File: src/rtl/mole_scheduler.sv
// mole_scheduler: whack-a-mole round sequencer (IDLE -> GAP -> UP -> ... -> DONE).
// Define MOLE_SPEEDUP_EN to shorten the up-time by one tick per hit (floor 2).
module mole_scheduler #(
    parameter int UP_TICKS = 16,
    parameter int GAP_MIN  = 4,
    parameter int ROUNDS   = 16
) (
    input  logic       clk,
    input  logic       rst_n,
    input  logic       start,
    input  logic       tick,
    input  logic [7:0] rnd,
    input  logic [7:0] whack,
    output logic [7:0] mole,
    output logic       hit,
    output logic       miss,
    output logic [7:0] score,
    output logic       busy,
    output logic       done
);
    typedef enum logic [1:0] {IDLE, GAP, UP, DONE} state_t;

    state_t     state_q;
    logic [7:0] gap_q, up_q, round_q, score_q, mole_q;
    logic [2:0] prev_q;
    logic       hit_q, miss_q;
    logic [7:0] gap_d, round_d, score_d, mole_d, up_time;
    logic [2:0] idx_d;
    logic       hit_d, last_d;
    logic       unused_rnd;

`ifdef MOLE_SPEEDUP_EN
    logic [7:0] uptime_q;
    assign up_time = uptime_q;
`else
    assign up_time = 8'(UP_TICKS);
`endif

    assign unused_rnd = rnd[4];

    always_comb begin
        gap_d   = 8'(GAP_MIN) + {4'd0, rnd[3:0]};
        idx_d   = (rnd[7:5] == prev_q) ? rnd[7:5] + 3'd1 : rnd[7:5];
        mole_d  = 8'd1 << idx_d;
        hit_d   = |(whack & mole_q);
        round_d = round_q + 8'd1;
        score_d = (score_q == 8'hFF) ? score_q : score_q + 8'd1;
        last_d  = round_d == 8'(ROUNDS);
    end

    always_ff @(posedge clk) begin
        if (!rst_n) begin
            state_q  <= IDLE;
            gap_q    <= 8'd0;
            up_q     <= 8'd0;
            round_q  <= 8'd0;
            score_q  <= 8'd0;
            mole_q   <= 8'd0;
            prev_q   <= 3'd0;
            hit_q    <= 1'b0;
            miss_q   <= 1'b0;
`ifdef MOLE_SPEEDUP_EN
            uptime_q <= 8'(UP_TICKS);
`endif
        end else begin
            hit_q  <= 1'b0;
            miss_q <= 1'b0;
            case (state_q)
                IDLE, DONE: if (start) begin
                    state_q  <= GAP;
                    score_q  <= 8'd0;
                    round_q  <= 8'd0;
                    gap_q    <= gap_d;
`ifdef MOLE_SPEEDUP_EN
                    uptime_q <= 8'(UP_TICKS);
`endif
                end
                GAP: if (tick) begin
                    if (gap_q == 8'd1) begin
                        state_q <= UP;
                        up_q    <= up_time;
                        mole_q  <= mole_d;
                        prev_q  <= idx_d;
                    end else begin
                        gap_q <= gap_q - 8'd1;
                    end
                end
                UP: if (hit_d || (tick && up_q == 8'd1)) begin
                    // a whack landing on the final tick still counts as a hit
                    hit_q   <= hit_d;
                    miss_q  <= !hit_d;
                    round_q <= round_d;
                    mole_q  <= 8'd0;
                    if (hit_d) begin
                        score_q  <= score_d;
`ifdef MOLE_SPEEDUP_EN
                        uptime_q <= (uptime_q > 8'd2) ? uptime_q - 8'd1 : 8'd2;
`endif
                    end
                    if (last_d) begin
                        state_q <= DONE;
                    end else begin
                        state_q <= GAP;
                        gap_q   <= gap_d;
                    end
                end else if (tick) begin
                    up_q <= up_q - 8'd1;
                end
            endcase
        end
    end

    assign mole  = mole_q;
    assign hit   = hit_q;
    assign miss  = miss_q;
    assign score = score_q;
    assign busy  = (state_q == GAP) || (state_q == UP);
    assign done  = state_q == DONE;
endmodule

File: config.mk
export PLATFORM = sky130hd
export DESIGN_NAME = mole_scheduler
export DESIGN_NICKNAME = d
export VERILOG_FILES = /design/src/rtl/mole_scheduler.sv
export SDC_FILE = /design/constraint.sdc
export NUM_CORES = 1
export LEC_CHECK = 0
export CAP_MARGIN = 25
export CORE_UTILIZATION = 47
export DETAILED_ROUTE_END_ITERATION = 7
export HOLD_SLACK_MARGIN = 0.05
export PLACE_DENSITY = 0.71
export SYNTH_ARGS = -nofsm -noshare
export SYNTH_HDL_FRONTEND = slang
export SYNTH_SLANG_ARGS = --single-unit
File: constraint.sdc
create_clock -name clk -period 2.9 [get_ports clk]
set_input_delay 0.58 -clock clk [delete_from_list [all_inputs] [get_ports clk]]
set_output_delay 0.58 -clock clk [all_outputs]
set_load 0.03 [all_outputs]
Word level (Yosys, flattened, before mapping):

Cells that the tools add are included.

* bitwise logic cells: 1
* shift-type cells: 1
* mux-type cells: 29
* add/sub/neg operators: 6
* eq/ne operators: 18
* reduce and logical (&&, ||, !) cells: 17

Operators by type and width (count)
* $mux 8: 17
* $pmux 8 s2: 4
* $pmux 8 s3: 1
* $ne 2x2->1 const B: 10
* $add 8x1->8 const B: 2
* $eq 8x1->1 const B: 2
* $sub 8x1->8 const B: 2
* $reduce_and 5->1: 3
* $mux 2: 5
* $reduce_and 3->1: 3
* $and 8x8->8: 1
* $eq 8x5->1 const B: 1
* $eq 8x8->1 const B: 1
* $reduce_and 4->1: 2
* $reduce_or 8->1: 1
* $shl 1x3->8 const A: 1
* $pmux 2 s3: 1
* $add 3x4->5 const A: 1
* $eq 2x2->1 const B: 2
* $reduce_bool 2->1: 2
* $add 3x1->3 const B: 1
* $eq 3x3->1: 1
* $mux 3: 1
* $eq 2x1->1 const B: 1
* 5 further kinds: 6

* bits in registers: 47
* input bits: 20
* word-level logic and storage cells: 81

Logic depth before layout (Yosys ltp):

* word-level depth: 6
* mapped depth: 9
* depth with buffers taken out: 8

Worst setup path after synthesis:

Ideal clock, no wire load.

* kind: register to register
* start: reg gap_q[0]
* end: reg up_q[4]
* period minus slack after synthesis: 2278 ps
* library setup time: 115 ps
* stages on the path, launching flop included: 8
* data arrival time: 2164 ps
* path slack: 622 ps
* cells stage by stage: dfxtp_1 -> ha_1 -> nor4b_1 -> nand2_1 -> a211oi_1 -> nand4_1 -> xnor2_1 -> o21a_1

* cells in the longest elaborated chain, start to end: 3

RTL lines
* start, declared: line 24 `logic [7:0] gap_q, up_q, round_q, score_q, mole_q;`
* start signal, assigned: line 73 `gap_q <= gap_d;`
* start signal, assigned: line 85 `gap_q <= gap_q - 8'd1;`
* start signal, assigned: line 104 `gap_q <= gap_d;`
* $eq 8x1->1: line 79 `if (gap_q == 8'd1) begin`
* $ne 2x2->1 (no line)
* $reduce_and 5->1 (no line)
* end signal, assigned: line 81 `up_q <= up_time;`
* end signal, assigned: line 107 `up_q <= up_q - 8'd1;`
* end, declared: line 24

No other way between the ends.
A chain may end at the register's enable or synchronous reset.

Worst setup path in the final report:

* start: reg up_q[2]
* end: reg gap_q[7]

* cells in the longest elaborated chain, start to end: 5

RTL lines
* $eq 8x1->1: line 88 `UP: if (hit_d || (tick && up_q == 8'd1)) begin`
* $logic_and 1x1->1: line 88
* $logic_or 1x1->1: line 88
* $ne 2x2->1 (no line)
* $reduce_and 5->1 (no line)

No other way between the ends.

==> results.sh <==
export IMPL_critical_path_start_type="flop"
export IMPL_ctsHoldBuffers=0
export IMPL_final_max_slew_viol_count=0
export IMPL_fillers=517
export IMPL_async_flop_share_pct=0
export IMPL_status="finished clean"
export IMPL_holdPathStages=2
export IMPL_synth_top_family_by_area="simple AND/OR/NAND/NOR gates"
export IMPL_numPlacedInstances=440
export IMPL_hpwlAfterDp_um=4340
export IMPL_ant_diodes=0
export IMPL_clock_skew_ns=0.00526
export IMPL_clock_latency_ns=0.30
export IMPL_yosys_area_share_xor_xnor_pct=5.52
export IMPL_timing_hold_violations_final=0
export IMPL_die_width_um=77.8
export IMPL_cts_num_sinks=47
export IMPL_regToRegSetupSlack_ns=0.38
export IMPL_portion_of_the_post_synthesis_area_used_by_sequential_elements_pct=34.9
export IMPL_placement_rows=27
export IMPL_grt_first_pass_wirelength_um=9970
export IMPL_layout_cells_sized_above_1_pct=7.98
export IMPL_cp_cell_sequence="or4_4, o41a_1, a21oi_2, o21ai_2, or4b_1, a21boi_1"
export IMPL_place_port_buffers=38
export IMPL_crit_path_top_delay_cell="sky130_fd_sc_hd__or4_4"
export IMPL_rr_worst_depth=6
export IMPL_globalplace_congestion=0.851
export IMPL_number_of_setup_buffers_added_after_cts=0
export IMPL_maximum_clock_frequency_mhz=397
export IMPL_leakagePower_nw=1.27
export IMPL_netlist_instances=328
export IMPL_coreArea_mm2=0.00551
export IMPL_design_final_nets=408
export IMPL_cts_tree="done"
export IMPL_die_area_mm2=0.00605
export IMPL_detailed_route_drc_error_count=0
export IMPL_setup_worst_path_class="flop to flop"
export IMPL_max_cap_viol_count=0
export IMPL_hold_class="flop to flop"
export IMPL_yosys_mux_area_fraction_pct=1.48
export IMPL_final_min_period_over_clock_period_pct=86.8
export IMPL_vdd_ir_drop_max_uv=313
export IMPL_routed_len_inst_um=13.0
export IMPL_synth_adder_area_share_pct=6.03
export IMPL_critical_path_max_stage_delay_ns=0.57
export IMPL_cts_resized=0
export IMPL_synth_fp_nets=361
export IMPL_grt_pass1_vias=2244
export IMPL_setup_worst_path_end_class="flop"
export IMPL_gr_usage_all_layers_pct=20.6
export IMPL_synth_compound_area_share_pct=18.6
export IMPL_drtIter0Drc=146
export IMPL_synthMostInstantiatedCell="sky130_fd_sc_hd__dfxtp_1"
export IMPL_cts_made_buffers=5
export IMPL_cp_data_arrival_time_ns=2.75
export IMPL_cp_data_required_time_ns=3.13
export IMPL_instances_no_fill=448
export IMPL_synth_area_leader_cell="sky130_fd_sc_hd__dfxtp_1"
export IMPL_grt_remaining_overflow=0
export IMPL_synth_seq_cells=47
export IMPL_grt_antenna_before_repair=0
export IMPL_synth_area_mm2=0.00270
export IMPL_grt_max_degree=20
export IMPL_worst_pin_slew_ns=0.670
export IMPL_route_detailed_vias_per_inst=5.48
export IMPL_ys_types=54
export IMPL_io_pins=40
export IMPL_yosys_warnings=0
export IMPL_post_synth_top_area_fraction_pct=34.9
export IMPL_cts_path_max_buffers=2
export IMPL_htree_levels=2
export IMPL_number_of_setup_violations_in_the_final_report=0
export IMPL_1st_pass_router_iterations=4
export IMPL_power_total_mw=2.05
export IMPL_flow_area_growth_from_synthesis_pct=23.6
export IMPL_num_vias=2455
export IMPL_clk_pin_slew_ns=0.09
export IMPL_setup_tns_final_ns=0
export IMPL_pwr_density_cell_mw_per_mm2=613
export IMPL_slew_headroom_pct=54.1
export IMPL_post_synth_simple_gate_area_pct=29.9
export IMPL_ant_nets=0
export IMPL_top_cells_by_area_in_the_synthesized_netlist="sky130_fd_sc_hd__dfxtp_1 (35%), sky130_fd_sc_hd__nand2_1 (6.1%), sky130_fd_sc_hd__ha_1 (6.0%)"
export IMPL_clockRootBuffer="sky130_fd_sc_hd__clkbuf_8"
export IMPL_synthTopCellsByCount="sky130_fd_sc_hd__dfxtp_1 (47), sky130_fd_sc_hd__nand2_1 (44), sky130_fd_sc_hd__nor2_1 (28), sky130_fd_sc_hd__o21ai_0 (15)"
export IMPL_die_height_um=77.8
export IMPL_most_common_flop_cell_mapped_by_yosys="sky130_fd_sc_hd__dfxtp_1"
export IMPL_synth_area_per_cell_um2=8.23
export IMPL_initial_utilization_pct=49.0
export IMPL_synth_enable_flop_cells=0
export IMPL_critPathMaxFanout=11
export IMPL_grt_setup_unrepaired="false"
export IMPL_drt_wl_total_um=5800
export IMPL_min_cycle_time_layout_ns=2.52
-- where the power goes --
group | internal (mW) | total [mW] | leakage [nW] | switching [mW]
logic | 0.318 | 0.760 | 0.827 | 0.443
registers | 0.712 | 0.786 | 0.381 | 0.0738
clock network | 0.279 | 0.499 | 0.0612 | 0.220
-- layer usage --
metal | global-route usage, % | wire length, um | share of wire [%] | vias up
met2 | 33.5 | 2730 | 47 | 25
met1 | 27.4 | 2870 | 49 | 1153
met3 | 4.94 | 153 | 2.6 | 7
li1 | - | - | - | 1270
met5 | 0 | 0 | 0 | -
met4 | 5.09 | 52 | 0.90 | 0
-- critical path: cells and delay by family (launching register included) --
family	cells	cell delay, ns
AO/OA/AOI/OAI	4	1.02
AND/OR/NAND/NOR	2	1.07
flip-flops	1	0.36
-- cell type report --
type	instances	area (um2)	share of cell area, %
clock buffer	6	82.6	2.48
clock inverter	2	35.0	1.05
multi-input combinational	257	1660	49.8
timing repair buffer	51	478	14.3
sequential	47	941	28.2
inverter	13	48.8	1.46
tap	72	90.1	2.70
-- flip-flops by register name, indices dropped and copies added, names as in the netlist --
register	cells
prev_q	3
up_q	8
round_q	8
gap_q	8
state_q	2
hit	1
score	8
mole	8
miss	1
-- metrics by stage --
| stage | util (%) | hold slack (ns) | area (um2) | worst slack (ns) |
|---|---|---|---|---|
| 2_1_floorplan | - | 0.437 | 2700 | 0.622 |
| 3_3_place_gp | 58.4 | 0.453 | 3220 | 0.238 |
| 3_5_place_dp | 58.4 | 0.464 | 3220 | 0.201 |
| 4_1_cts | 60.6 | 0.487 | 3340 | 0.399 |
| 5_1_grt | 60.6 | 0.514 | 3340 | 0.239 |
| 6_report | 60.6 | 0.486 | 3340 | 0.383 |
-- layout by cell type (no fill, tap or decap), types with 12 or more instances in the layout --
master	n
sky130_fd_sc_hd__a21boi_0	14
sky130_fd_sc_hd__nand3_1	12
sky130_fd_sc_hd__xor2_1	14
sky130_fd_sc_hd__nor2_1	28
sky130_fd_sc_hd__o21ai_0	15
sky130_fd_sc_hd__dfxtp_1	47
sky130_fd_sc_hd__buf_4	13
sky130_fd_sc_hd__clkdlybuf4s50_1	38
sky130_fd_sc_hd__inv_1	13
sky130_fd_sc_hd__ha_1	13
sky130_fd_sc_hd__nand2_1	44
-- cells by family after synthesis --
family | count (synthesis)
and+or+nand+nor | 152
AOI/OAI and AO/OA | 71
DFF | 47
buffers and inverters | 24
xor gates and xnor gates | 17
adders and majority gates | 13
muxes | 4
-- path summary, 6_finish.rpt --
check	endpoint	startpoint
hold reg to reg	gap_q[6]	gap_q[6]
setup / recovery	gap_q[7]	up_q[2]
setup reg to reg	gap_q[7]	up_q[2]
hold / removal	gap_q[6]	gap_q[6]
No activity file was read; power rests on OpenSTA's default activity.
